`config.mk`:
```
export PLATFORM = sky130hd
export DESIGN_NAME = jxfer_ctrl
export DESIGN_NICKNAME = d
export VERILOG_FILES = /design/src/rtl/jxfer_ctrl.sv
export SDC_FILE = /design/constraint.sdc
export NUM_CORES = 1
export LEC_CHECK = 0
export ABC_AREA = 1
export BUFFER_PORTS_ARGS = -buffer_cell sky130_fd_sc_hd__buf_2
export CAP_MARGIN = 20
export CORE_MARGIN = 2
export CORE_UTILIZATION = 45
export DETAILED_ROUTE_END_ITERATION = 12
export GPL_TIMING_DRIVEN = 0
export PLACE_DENSITY_LB_ADDON = 0.05
export SKIP_CTS_REPAIR_TIMING = 1
export SYNTH_ARGS = -nofsm -noshare
export SYNTH_HDL_FRONTEND = slang
export SYNTH_SLANG_ARGS = --single-unit
```
`constraint.sdc`:
```
create_clock -name clk -period 3.6 [get_ports clk]
set_input_delay 0.72 -clock clk [delete_from_list [all_inputs] [get_ports clk]]
set_output_delay 0.72 -clock clk [all_outputs]
set_load 0.01 [all_outputs]
```
`src/rtl/jxfer_ctrl.sv`:
```
// Two-port register-to-register transfer sequencer driving one-hot enable/set strobes on a shared bus.
// Optional round-robin tie arbitration is built when JXFER_RR_EN is defined; otherwise port 0 always wins ties.
module jxfer_ctrl #(
  parameter int N  = 2,
  parameter int N2 = 4
) (
  input  logic          clk,
  input  logic          reset_n,
  input  logic          req0,
  input  logic [N-1:0]  src0,
  input  logic [N-1:0]  dst0,
  output logic          ack0,
  input  logic          req1,
  input  logic [N-1:0]  src1,
  input  logic [N-1:0]  dst1,
  output logic          ack1,
  output logic [N2-1:0] ben,
  output logic [N2-1:0] bset,
  output logic          busy
);

  typedef enum logic [2:0] {
    S_IDLE,
    S_ENABLE,
    S_SET,
    S_HOLD,
    S_SKIP
  } state_t;

  state_t        r_state;
  state_t        w_state_next;
  logic          r_gnt;
  logic          w_gnt_next;
  logic [N-1:0]  r_src;
  logic [N-1:0]  r_dst;
  logic [N-1:0]  w_src_next;
  logic [N-1:0]  w_dst_next;
  logic [N2-1:0] w_src_oh;
  logic [N2-1:0] w_dst_oh;
  logic [N2-1:0] r_ben;
  logic [N2-1:0] r_bset;
  logic [N2-1:0] w_ben_next;
  logic [N2-1:0] w_bset_next;
  logic          r_ack0;
  logic          r_ack1;
  logic          r_busy;
  logic          w_ack0_next;
  logic          w_ack1_next;
  logic          w_busy_next;
  logic          w_any_req;
  logic          w_pick1;

  assign w_any_req = req0 | req1;

`ifdef JXFER_RR_EN
  // r_last holds the port granted most recently; a tie goes to the other one.
  logic r_last;

  always_ff @(posedge clk or negedge reset_n) begin
    if (!reset_n) begin
      r_last <= 1'b1;
    end else if (r_state == S_IDLE && w_any_req) begin
      r_last <= w_pick1;
    end
  end

  assign w_pick1 = req1 & (~req0 | ~r_last);
`else
  assign w_pick1 = req1 & ~req0;
`endif

  // Next-state and operand latch selection.
  always_comb begin
    w_state_next = r_state;
    w_gnt_next   = r_gnt;
    w_src_next   = r_src;
    w_dst_next   = r_dst;
    case (r_state)
      S_IDLE: begin
        if (w_any_req) begin
          w_gnt_next   = w_pick1;
          w_src_next   = w_pick1 ? src1 : src0;
          w_dst_next   = w_pick1 ? dst1 : dst0;
          w_state_next = (w_src_next == w_dst_next) ? S_SKIP : S_ENABLE;
        end
      end
      S_ENABLE: w_state_next = S_SET;
      S_SET:    w_state_next = S_HOLD;
      S_HOLD:   w_state_next = S_IDLE;
      S_SKIP:   w_state_next = S_IDLE;
      default:  w_state_next = S_IDLE;
    endcase
  end

  for (genvar gi = 0; gi < N2; gi++) begin : g_dec
    assign w_src_oh[gi] = (int'(w_src_next) == gi);
    assign w_dst_oh[gi] = (int'(w_dst_next) == gi);
  end

  // Outputs are registered, so they are decoded from the state being entered.
  always_comb begin
    w_ben_next  = '0;
    w_bset_next = '0;
    w_ack0_next = 1'b0;
    w_ack1_next = 1'b0;
    w_busy_next = (w_state_next != S_IDLE);
    case (w_state_next)
      S_ENABLE: w_ben_next = w_src_oh;
      S_SET: begin
        w_ben_next  = w_src_oh;
        w_bset_next = w_dst_oh;
      end
      S_HOLD: begin
        w_ben_next  = w_src_oh;
        w_ack0_next = ~w_gnt_next;
        w_ack1_next = w_gnt_next;
      end
      S_SKIP: begin
        w_ack0_next = ~w_gnt_next;
        w_ack1_next = w_gnt_next;
      end
      default: ;
    endcase
  end

  always_ff @(posedge clk or negedge reset_n) begin
    if (!reset_n) begin
      r_state <= S_IDLE;
      r_gnt   <= 1'b0;
      r_src   <= '0;
      r_dst   <= '0;
      r_ben   <= '0;
      r_bset  <= '0;
      r_ack0  <= 1'b0;
      r_ack1  <= 1'b0;
      r_busy  <= 1'b0;
    end else begin
      r_state <= w_state_next;
      r_gnt   <= w_gnt_next;
      r_src   <= w_src_next;
      r_dst   <= w_dst_next;
      r_ben   <= w_ben_next;
      r_bset  <= w_bset_next;
      r_ack0  <= w_ack0_next;
      r_ack1  <= w_ack1_next;
      r_busy  <= w_busy_next;
    end
  end

  assign ben  = r_ben;
  assign bset = r_bset;
  assign ack0 = r_ack0;
  assign ack1 = r_ack1;
  assign busy = r_busy;

endmodule

```
# Word level (Yosys, flattened, before mapping)
# Cells that the tools add are included.
# totals
elab_cells	47
in_bits	12
out_inout_bits	11
register_bits	19
# op_classes
mux	15
reduce_logical	6
bitwise	4
n_eq_ne	13
# ops
operator	n
2-bit two-way mux	6
3-bit by 2-bit == test with 1-bit output, second input constant	3
3-bit case mux with 3 select lines	1
2-bit == test, second input constant	4
4-bit two-way mux	2
3-bit by 1-bit == test with 1-bit output, second input constant	2
3-bit two-way mux	2
2-bit by 1-bit == test with 1-bit output, second input constant	2
2-bit zero test	2
1-bit two-way mux	4
3-bit == test, second input constant	1
3-bit zero test	1
3-bit nonzero test	1
3-bit OR reduction	1
2-bit == test	1
1-bit inverter	2
2-bit OR reduction	1
1-bit bitwise AND	1
1-bit bitwise OR	1

# Longest topological paths before layout
# logic_depth
depth_word	10
ltp_mapped	10
ltp_nobuf	10

# Least setup slack after synthesis
# Ideal clock, no wire load.
# synth_timing
path_type	input port to flip-flop
start	input port req0
end	register r_ben[0], in the netlist ben[0]
path_buffers	0
t_arrival_ps	1528
required_ps	3482
path_slack_ps	1954
stages	10
setup_ps	118
cell_sequence	inv_2 nand2_1 nand2_1 nand2_1 nand2_1 nand2_1 inv_1 nand3_2 nand2_1 nor2_1
# synth_between
elab_chain_len	10
word_cells_on_any_way	17
classes_between	eq/ne: 4; mux: 8; bitwise: 3; reduce/logical: 2
# synth_lines
item	line_no	text
start: declaration	9	input logic req0,
1-bit inverter	69	assign w_pick1 = req1 & ~req0;
1-bit bitwise AND	69	
2-bit two-way mux (on tied branches)	82, 83	
2-bit == test	84	w_state_next = (w_src_next == w_dst_next) ? S_SKIP : S_ENABLE;
3-bit two-way mux	84	
3-bit two-way mux	80	if (w_any_req) begin
3-bit case mux with 3 select lines	78	case (r_state)
3-bit by 2-bit == test with 1-bit output / 3-bit by 1-bit == test with 1-bit output (equally long branches)	107	case (w_state_next)
3-bit OR reduction (no line)	--	
4-bit two-way mux (*)	107	
net w_ben_next[0]	42	logic [N2-1:0] w_ben_next;
end signal: assignment	142	r_ben <= w_ben_next;
end: declaration	40	logic [N2-1:0] r_ben;
# The timed path passes the listed nets; every way through them passes the cells marked *.

# Worst setup path in the final report
# layout_timing
start	input port req0
end	register r_ben[3], in the netlist ben[3]
# The elaborated chain is that of the path after synthesis.

==> results.py <==
metrics = {
    "run_status": {
        "status": "complete, no violations",
    },
    "drt": {
        "drt-vias-per-instance": 4.556,
        "routed_wl_um": 1411,
        "wl_per_cell_um": 8.819,
        "vias": 729,
        "first_iter_violations": 2,
        "first_pass_iters": 3,
        "antenna_left": 0,
        "drc": 0,
    },
    "power_and_ir_drop": {
        "p_leak_nw": 0.6259,
        "p_per_area_nw_per_um2": 701.8,
        "total_power_mw": 0.7253,
        "vdd_drop_max_v": 0.0003706,
    },
    "sta": {
        "finalSetupViolations": 0,
        "whs_ns": 0.3451,
        "rsz0062_at_grt": "no",
        "hold_viol": 0,
        "drv_slew": 0,
        "fin_skew_ns": 0.001246,
        "setup_ws_ns": 1.906,
        "finalCritPeriodShare": 0.4705,
        "setup_tns_ns": 0,
        "min_period_ns": 1.694,
        "tightest_slew_ns": 0.3950,
        "maxClockFrequency_ghz": 0.5904,
        "max-slew-margin-rel": 0.7366,
    },
    "placed_design": {
        "dp_hpwl_um": 1135,
        "pre_cts_ws_ns": 1.599,
        "place_area_um2": 1007,
        "portBuffers": 22,
        "dp.cells": 156,
        "gp_congestion": 0.7493,
    },
    "final_layout": {
        "nets": 148,
        "num_antenna_cells": 0,
        "drive_above_1_share": 0.2370,
        "postLayoutCellArea_um2": 1033,
        "area_growth_pct": 19.36,
        "final_cells": 160,
        "fill_cells": 179,
        "final_core_util": 0.5858,
    },
    "worst_setup_path": {
        "cp_max_fo": 8,
        "ff2ff_path_depth": 8,
        "cp-start-kind": "input port",
        "crit_arrival_ns": 1.87,
        "crit_path_end_kind": "flip-flop",
        "critPathKind": "in2reg",
        "cp.required_ns": 3.78,
    },
    "synth": {
        "async_flop_share": 1.000,
        "yosysWarnings": 0,
        "postSynthAreaPerCell_um2": 7.943,
        "synth.distinct_cells": 14,
        "synthTopCellsByArea": "dfrtp_1 (55%), nand2_1 (19%), inv_1 (6.9%)",
        "syn_nets": 121,
        "synth-seq-area-share": 0.5491,
        "synth_ff_type": "dfrtp_1",
        "synthTopCellsByCount": "nand2_1 (43), dfrtp_1 (19), inv_1 (16), nand3_1 (8), nor2_1 (8)",
        "synth-seq-cells": 19,
        "synth_top_area_frac": 0.5491,
        "synth_edf_count": 0,
        "synth_top_area_cell": "dfrtp_1",
        "netlist_instances": 109,
        "yosysMostFrequentCell": "nand2_1",
        "syn_area_um2": 865.8,
    },
    "floorplan": {
        "die_h_um": 47.87,
        "rows": 15,
        "dieArea_um2": 2291,
        "coreArea_um2": 1764,
        "io_pins": 23,
        "start_util": 0.4908,
        "die_w_um": 47.87,
    },
    "global_route": {
        "antenna_found_initial": 0,
        "grt_max_degree": 20,
        "grt_pass1_wl_um": 2228,
        "grtUsageTotal": 0.1452,
        "grt_pass1_vias": 550,
        "overflow": 0,
    },
    "clocking": {
        "cts_buffers": 3,
        "clockBufferDepth": 2,
        "cts_root_buf": "clkbuf_4",
        "cts_sinks": 19,
        "cts.clk_slew.worst_paths_ns": 0.09,
        "cts_max_level": 1,
        "cts_tree": "built",
        "clock_latency_ns": 0.28,
    },
    "run": {
        "maxCapViolations": 0,
    },
    "worst_hold_path": {
        "hold_class": "in2async",
    },
}
critical path: stages:
cell	delay, ns
buf_2	0.11
inv_2	0.13
nand2_1	0.19
nand2_1	0.11
nand2_1	0.09
nand2_1	0.07
nand2_1	0.05
inv_1	0.07
nand3_2	0.10
nand2_1	0.17
nor2_1	0.06
sequential cells by signal, indices dropped and copies added (netlist names):
| register | count |
|---|---|
| r_state | 3 |
| r_dst | 2 |
| ben | 4 |
| ack1 | 1 |
| r_src | 2 |
| bset | 4 |
| ack0 | 1 |
| busy | 1 |
| r_gnt | 1 |
metal layers:
metal | global-route usage | wire length, um | up-vias
met2 | 0.2267 | 665 | 17
met1 | 0.1767 | 660 | 323
li1 | - | - | 387
met4 | 0.08108 | 13 | 0
met5 | 0 | 0 | -
met3 | 0.04528 | 72 | 2
worst paths after layout:
check / startpoint / to / slack [ns]
max: req0 / ben[3] / 1.91
min: reset_n / r_state[2] / 0.35
max reg2reg: r_state[1] / ben[3] / 2.10
min reg2reg: r_dst[1] / r_dst[1] / 0.51
max in group asynchronous: reset_n / bset[0] / 2.97
min in group clk: r_dst[1] / r_dst[1] / 0.51
where the power goes:
group / internal (mW) / switching (mW) / total (mW)
logic: 0.105 / 0.203 / 0.308
registers: 0.296 / 0.0219 / 0.318
clock network: 0.0430 / 0.0566 / 0.0996
cell usage in the layout (no fill, tap or decap):
cell type | netlist | routed
nor3_1 | 2 | 2
o22ai_1 | 1 | 1
nand3_1 | 8 | 8
o21ai_2 | 2 | 2
buf_2 | 0 | 22
clkbuf_1 | 0 | 1
nand3b_1 | 1 | 1
a21oi_1 | 2 | 2
a21oi_4 | 1 | 1
inv_1 | 16 | 16
nand3_2 | 1 | 1
nand2_1 | 43 | 43
clkbuf_4 | 0 | 3
dfrtp_1 | 19 | 19
inv_2 | 3 | 3
nor2_1 | 8 | 8
o21ai_0 | 2 | 2
kinds of logic (layout without fill, tap and decap cells):
group	Yosys count	after routing	share of synthesized area
buffers and inverters	19	45	0.08237
AND/OR/NAND/NOR	63	63	0.2991
AO/OA/AOI/OAI	8	8	0.06938
flip-flops	19	19	0.5491
final cells by class:
cell class | count | area, um^2 | share of cell area
clock buffer | 4 | 26.28 | 0.02542
inverter | 19 | 71.32 | 0.06901
multi-input combinational | 71 | 319.1 | 0.3087
sequential | 19 | 475.5 | 0.4600
tap | 25 | 31.28 | 0.03027
timing repair buffer | 22 | 110.1 | 0.1065
No activity file was read; power rests on OpenSTA's default activity.
